## config.mk

```make
export PLATFORM = sky130hd
export DESIGN_NAME = i281_exec_sequencer_flat
export DESIGN_NICKNAME = d
export VERILOG_FILES = /design/src/rtl/i281_exec_sequencer_if.sv /design/src/rtl/i281_exec_sequencer.sv /design/src/flat_wrapper.sv
export SDC_FILE = /design/constraint.sdc
export NUM_CORES = 1
export LEC_CHECK = 0
export CAP_MARGIN = 30
export CELL_PAD_IN_SITES_DETAIL_PLACEMENT = 1
export CELL_PAD_IN_SITES_GLOBAL_PLACEMENT = 1
export CORE_MARGIN = 2
export CORE_UTILIZATION = 35
export DETAILED_ROUTE_END_ITERATION = 7
export PLACE_DENSITY_LB_ADDON = 0.1
export REMOVE_ABC_BUFFERS = 1
export SYNTH_ARGS = -nofsm -noshare
export SYNTH_HDL_FRONTEND = slang
export SYNTH_SLANG_ARGS = --single-unit
```

## constraint.sdc

```tcl
create_clock -name clk -period 3.8 [get_ports clk]
set_input_delay 0.76 -clock clk [delete_from_list [all_inputs] [get_ports clk]]
set_output_delay 0.76 -clock clk [all_outputs]
set_load 0.03 [all_outputs]
```

## src/rtl/i281_exec_sequencer_if.sv

```systemverilog
// Control/status bundle between the i281 sequencer, the datapath and the program loader.
interface i281_exec_sequencer_if #(
    parameter int unsigned PC_W  = 5,
    parameter int unsigned CNT_W = 16
);
    logic             cmd_run;
    logic             cmd_step;
    logic             cmd_halt;
    logic             bp_en;
    logic [PC_W-1:0]  bp_addr;
    logic [PC_W-1:0]  pc;
    logic             ld_req;
    logic             ld_done;
    logic             ld_gnt;
    logic             cpu_en;
    logic [2:0]       state;
    logic             bp_hit;
    logic [CNT_W-1:0] retired;

    // Side that issues commands and observes the sequencer.
    modport master (
        output cmd_run, cmd_step, cmd_halt, bp_en, bp_addr, pc, ld_req, ld_done,
        input  ld_gnt, cpu_en, state, bp_hit, retired
    );

    // The sequencer itself.
    modport slave (
        input  cmd_run, cmd_step, cmd_halt, bp_en, bp_addr, pc, ld_req, ld_done,
        output ld_gnt, cpu_en, state, bp_hit, retired
    );
endinterface

```

## src/rtl/i281_exec_sequencer.sv

```systemverilog
// Run/step/halt sequencer for the i281 single-cycle datapath: produces the commit qualifier
// cpu_en, arbitrates memory ownership with the program loader, implements a PC breakpoint
// and a saturating retired-instruction counter.
module i281_exec_sequencer #(
    parameter int unsigned PC_W  = 5,
    parameter int unsigned CNT_W = 16
) (
    input logic                   clk,
    input logic                   rst,
    i281_exec_sequencer_if.slave  bus_io
);

    typedef enum logic [2:0] {
        StHalt  = 3'd0,
        StRun   = 3'd1,
        StStep  = 3'd2,
        StBreak = 3'd3,
        StLoad  = 3'd4
    } state_e;

    localparam logic [CNT_W-1:0] RetMax = {CNT_W{1'b1}};
    localparam logic [CNT_W-1:0] RetOne = {{(CNT_W-1){1'b0}}, 1'b1};

    state_e           state_q;
    logic             skip_q;
    logic             ld_gnt_q;
    logic             bp_hit_q;
    logic [CNT_W-1:0] retired_q;

    logic             bp_match;
    logic             cpu_en;

    // skip_q masks the breakpoint on the first RUN cycle so a run started at bp_addr
    // executes that instruction instead of re-breaking immediately.
    always_comb begin
        bp_match = bus_io.bp_en && (bus_io.pc == bus_io.bp_addr) && !skip_q;
        cpu_en   = (state_q == StStep) || ((state_q == StRun) && !bp_match);
    end

    // Sequencer FSM with registered grant, breakpoint flag and retired counter.
    always_ff @(posedge clk) begin
        if (rst) begin
            state_q   <= StHalt;
            skip_q    <= 1'b0;
            ld_gnt_q  <= 1'b0;
            bp_hit_q  <= 1'b0;
            retired_q <= '0;
        end else begin
            if (cpu_en && (retired_q != RetMax)) begin
                retired_q <= retired_q + RetOne;
            end
            unique case (state_q)
                StHalt: begin
                    if (bus_io.ld_req) begin
                        state_q  <= StLoad;
                        ld_gnt_q <= 1'b1;
                    end else if (bus_io.cmd_step) begin
                        state_q  <= StStep;
                        bp_hit_q <= 1'b0;
                    end else if (bus_io.cmd_run) begin
                        state_q  <= StRun;
                        skip_q   <= 1'b1;
                        bp_hit_q <= 1'b0;
                    end
                end
                StRun: begin
                    skip_q <= 1'b0;
                    if (bus_io.cmd_halt) begin
                        state_q <= StHalt;
                    end else if (bp_match) begin
                        state_q  <= StBreak;
                        bp_hit_q <= 1'b1;
                    end
                end
                StStep: begin
                    state_q <= StHalt;
                end
                StBreak: begin
                    if (bus_io.cmd_halt) begin
                        state_q <= StHalt;
                    end else if (bus_io.ld_req) begin
                        state_q  <= StLoad;
                        ld_gnt_q <= 1'b1;
                    end else if (bus_io.cmd_step) begin
                        state_q  <= StStep;
                        bp_hit_q <= 1'b0;
                    end else if (bus_io.cmd_run) begin
                        state_q  <= StRun;
                        skip_q   <= 1'b1;
                        bp_hit_q <= 1'b0;
                    end
                end
                StLoad: begin
                    // A completed load invalidates the old program's statistics.
                    if (bus_io.ld_done) begin
                        state_q   <= StHalt;
                        ld_gnt_q  <= 1'b0;
                        retired_q <= '0;
                        bp_hit_q  <= 1'b0;
                    end else if (!bus_io.ld_req) begin
                        state_q  <= StHalt;
                        ld_gnt_q <= 1'b0;
                    end
                end
                default: begin
                    state_q  <= StHalt;
                    ld_gnt_q <= 1'b0;
                    skip_q   <= 1'b0;
                end
            endcase
        end
    end

    assign bus_io.cpu_en  = cpu_en;
    assign bus_io.ld_gnt  = ld_gnt_q;
    assign bus_io.state   = state_q;
    assign bus_io.bp_hit  = bp_hit_q;
    assign bus_io.retired = retired_q;

endmodule

```

## src/flat_wrapper.sv

```systemverilog
// flat-port wrapper written by rule: the top's interface ports become plain ports
module i281_exec_sequencer_flat 
#(
    parameter int unsigned PC_W  = 5,
    parameter int unsigned CNT_W = 16
)
  (clk, rst, bus_io_cmd_run, bus_io_cmd_step, bus_io_cmd_halt, bus_io_bp_en, bus_io_bp_addr, bus_io_pc, bus_io_ld_req, bus_io_ld_done, bus_io_ld_gnt, bus_io_cpu_en, bus_io_state, bus_io_bp_hit, bus_io_retired);
  i281_exec_sequencer_if #(.PC_W(PC_W), .CNT_W(CNT_W)) bus_io_i ();
  input logic clk;
  input logic rst;
  input wire logic [$bits(bus_io_i.cmd_run)-1:0] bus_io_cmd_run;
  input wire logic [$bits(bus_io_i.cmd_step)-1:0] bus_io_cmd_step;
  input wire logic [$bits(bus_io_i.cmd_halt)-1:0] bus_io_cmd_halt;
  input wire logic [$bits(bus_io_i.bp_en)-1:0] bus_io_bp_en;
  input wire logic [$bits(bus_io_i.bp_addr)-1:0] bus_io_bp_addr;
  input wire logic [$bits(bus_io_i.pc)-1:0] bus_io_pc;
  input wire logic [$bits(bus_io_i.ld_req)-1:0] bus_io_ld_req;
  input wire logic [$bits(bus_io_i.ld_done)-1:0] bus_io_ld_done;
  output wire logic [$bits(bus_io_i.ld_gnt)-1:0] bus_io_ld_gnt;
  output wire logic [$bits(bus_io_i.cpu_en)-1:0] bus_io_cpu_en;
  output wire logic [$bits(bus_io_i.state)-1:0] bus_io_state;
  output wire logic [$bits(bus_io_i.bp_hit)-1:0] bus_io_bp_hit;
  output wire logic [$bits(bus_io_i.retired)-1:0] bus_io_retired;
  assign bus_io_i.cmd_run = bus_io_cmd_run;
  assign bus_io_i.cmd_step = bus_io_cmd_step;
  assign bus_io_i.cmd_halt = bus_io_cmd_halt;
  assign bus_io_i.bp_en = bus_io_bp_en;
  assign bus_io_i.bp_addr = bus_io_bp_addr;
  assign bus_io_i.pc = bus_io_pc;
  assign bus_io_i.ld_req = bus_io_ld_req;
  assign bus_io_i.ld_done = bus_io_ld_done;
  assign bus_io_ld_gnt = bus_io_i.ld_gnt;
  assign bus_io_cpu_en = bus_io_i.cpu_en;
  assign bus_io_state = bus_io_i.state;
  assign bus_io_bp_hit = bus_io_i.bp_hit;
  assign bus_io_retired = bus_io_i.retired;
  i281_exec_sequencer #(.PC_W(PC_W), .CNT_W(CNT_W)) u_core (.clk(clk), .rst(rst), .bus_io(bus_io_i));
endmodule
```

==> key figures <==
Pwr
  – Pleak: 0.5695 nW
  – Worst vdd ir: 0.1661 mV
  – Power Density: 292.0 nW/um^2
  – Final total power: 0.5060 mW

Drt
  – Wire length per cell: 15.55 um
  – Number of remaining DRC errors: 0
  – Antenna-violating nets left: 0
  – Vias post-DR: 1,406
  – DRT iter0 DRCs: 66
  – DR vias/cell: 5.834
  – TritonRoute pass-1 iters: 4
  – Overall routed net length: 3747 um

Flow run
  – Max cap viols: 0

STA
  – Max_slew headroom: 0.3948
  – Final Critical Period: 3247 ps
  – Max Clk Rate: 307.9 MHz
  – Final critical-path setup slack: 552.7 ps
  – Worst slew pin tran: 904.4 ps
  – Final hold violations: 0
  – Setup-failing EPs final: 0
  – Fin crit share: 0.8546
  – Post-route setup TNS: 0 ps
  – Pins Over Slew Limit: 0
  – Clk_skew: 14.88 ps
  – RSZ-0062 raised after global routing: false

Yosys
  – Largest family of logic cells by synthesized area: simple AND/OR/NAND/NOR gates
  – Post-Synth Simple-Gate Area: 0.2902
  – Synth Register Bits: 22
  – Primary FF master, synth: dfxtp_1
  – Synth Area in Compound Gates: 0.2686
  – Cell area after synthesis: 1276 sq um
  – Synth Area in Adders: 0.009804
  – Yosys cell types: 42
  – Post-synthesis async set-or-reset flop share: 0
  – Sequential fraction of the synthesis area: 0.3451
  – Avg Cell Area, Syn: 8.027 sq um
  – Post-synthesis xor/xnor area fraction: 0.03431
  – Mux cell area share after synthesis: 0
  – Post-synth EDFFs: 0
  – Synth Warn #: 0
  – Post-synthesis cell count: 159

Die
  – Die H: 64.39 um
  – Initial Util: 0.3736
  – DIE WIDTH: 64.39 um
  – # rows: 21
  – Die area: 4145 sq um
  – Std-Cell Core Area: 3416 sq um
  – Io pins: 40

Clocking
  – Setup Buffers After CTS: 0
  – CTS tree: yes
  – Worst-case clock buffer depth: 2
  – Total CTS buffers: 3
  – Worst-path clk slew: 150 ps
  – Root buffer cell: clkbuf_4
  – Post-CTS sizing: 0
  – Cts hold-fix bufs: 0
  – H-tree levels: 1
  – Clk sinks: 22
  – Clk Latency, worst-skew pair: 330 ps

Setup path
  – CP max-delay cell: clkdlybuf4s50_1
  – Setup CP Type: input port to output port
  – Worst R2R Setup Slack: 1420 ps
  – Worst EP required: 3040 ps
  – WP data arrival: 2490 ps
  – Reg-to-Reg Start: u_core.bus_io.retired[0]
  – Crit path max-delay family: buffers and inverters
  – CP Max Fanout: 5
  – Crit-path cells: clkdlybuf4s50_1, xnor2_1, nand4_1, o21ai_1, inv_1, clkdlybuf4s50_1
  – CP most frequent cell: clkdlybuf4s50_1
  – CP max stage delay: 620 ps
  – Buf/Inv on CP: 3
  – Setup crit end kind: output port
  – Worst reg2reg path depth: 6
  – Critical path launch point type: input port
  – RR Endpoint: u_core.bus_io.retired[8]

Min path
  – Worst hold path class: register to register
  – Hold path depth: 2
  – Worst Hold End: u_core.bus_io.bp_hit
  – Hold Startpoint: u_core.bus_io.bp_hit

Placement
  – Worst slack at placement: 539.3 ps
  – Port buffer count: 39
  – GPL Wtd Cong: 0.8675
  – Hpwl dp: 2852 um

Outcome
  – Run status: complete, no violations

GRT
  – Gr ovfl total: 0
  – Antenna violations before repair: 0
  – Largest net degree at the start of global routing: 29
  – Number of global-route vias before repair: 1,525
  – GRT Total Usage: 0.1974
  – First-pass GRT wire length: 6513 um

Final layout
  – Leading cell type in the layout, fill and taps excluded: clkdlybuf4s50_1
  – Final core utilization: 0.5073
  – Post-layout nets: 215
  – Commonest non-fill, non-tap cells in the layout: clkdlybuf4s50_1 (39), dfxtp_1 (22), a21oi_1 (15), nor2_1 (10), o21ai_0 (10)
  – Share of layout cells above drive strength 1: 0.05641
  – Area Growth Syn to Fin: 35.78%
  – Ant. Diodes: 0
==> worst max-delay path by stage <==
| stage | endpoint | depth (start not counted) | startpoint | slack, ps |
|---|---|---|---|---|
| after floorplan | bus_io_cpu_en | 4 | bus_io_bp_addr[0] | 700 |
| after global placement | bus_io_cpu_en | 6 | bus_io_pc[0] | 600 |
| after detailed placement | bus_io_cpu_en | 6 | bus_io_bp_addr[3] | 540 |
| after CTS | bus_io_cpu_en | 6 | bus_io_bp_addr[3] | 530 |
| after global routing | bus_io_cpu_en | 6 | bus_io_bp_addr[3] | 410 |
| final | bus_io_cpu_en | 6 | bus_io_bp_addr[3] | 550 |
==> area by class of cell <==
cell class / instances / area (sq um)
inverter: 4 / 15.01
clock buffer: 3 / 22.52
multi-input combinational: 125 / 769.5
sequential: 22 / 440.4
clock inverter: 1 / 30.03
tap: 46 / 57.56
fill: 430 / 1683
timing repair buffer: 40 / 397.9
==> report_power, final <==
part	switching (mW)	internal, mW	leakage (nW)	total, mW
Clock	0.0828	0.107	0.0279	0.190
Combinational	0.0395	0.0358	0.364	0.0753
Sequential	0.00654	0.235	0.178	0.241
==> Yosys cell counts (2+ instances only) <==
library cell	instances	share of area
xnor2_1	5	0.034
nor2_1	10	0.029
o211ai_1	2	0.012
nor2b_1	2	0.0098
or4_1	5	0.029
and3_1	4	0.020
o21ai_0	10	0.039
nor3_1	7	0.027
a32oi_1	2	0.014
nand2_1	9	0.026
nor4_1	3	0.015
o31ai_1	6	0.035
o31a_1	3	0.021
o21a_1	3	0.018
buf_2	2	0.0078
nand3_1	9	0.035
a21oi_1	15	0.059
a31oi_1	4	0.020
and2_1	5	0.025
or3_1	5	0.025
inv_1	4	0.012
dfxtp_1	22	0.35
clkbuf_1	2	0.0059
buf_6	2	0.018
==> worst min-delay path: cells and delay by family, from the launching register on <==
kind,cells,cell delay (ps)
flops,1,340
compound gates,2,130
==> layer usage <==
layer	global-route usage	wire (um)	vias to the layer above	share of wire
met5	0	0	-	0
met4	0.06915	34	0	0.0091
met3	0.02465	119	4	0.032
met2	0.3919	2021	31	0.54
met1	0.2095	1572	695	0.42
li1	-	-	676	-
==> metrics by stage <==
step / hold WS, ps / cells / cell area [sq um]
after floorplan: 490.1 / 151 / 1225
after global placement: 463.6 / 237 / 1680
after detailed placement: 476.4 / 237 / 1680
after CTS: 501.2 / 241 / 1733
after global routing: 534.0 / 241 / 1733
final: 496.6 / 241 / 1733
==> sequential cells by signal (all words and copies together), names as in the netlist <==
| register | flops |
|---|---|
| u_core.bus_io.retired | 16 |
| u_core.bus_io.state | 3 |
| u_core.bus_io.bp_hit | 1 |
| u_core.bus_io.ld_gnt | 1 |
| u_core.skip_q | 1 |
==> cell families (layout without fill, tap and decap cells) <==
group / Yosys count / after routing
adders and majority gates: 1 / 1
xor gates and xnor gates: 5 / 5
AOI/OAI and AO/OA: 53 / 53
and+or+nand+nor: 66 / 66
DFF: 22 / 22
buffers and inverters: 12 / 48
Note: power is estimated with default switching activity, not from simulation.
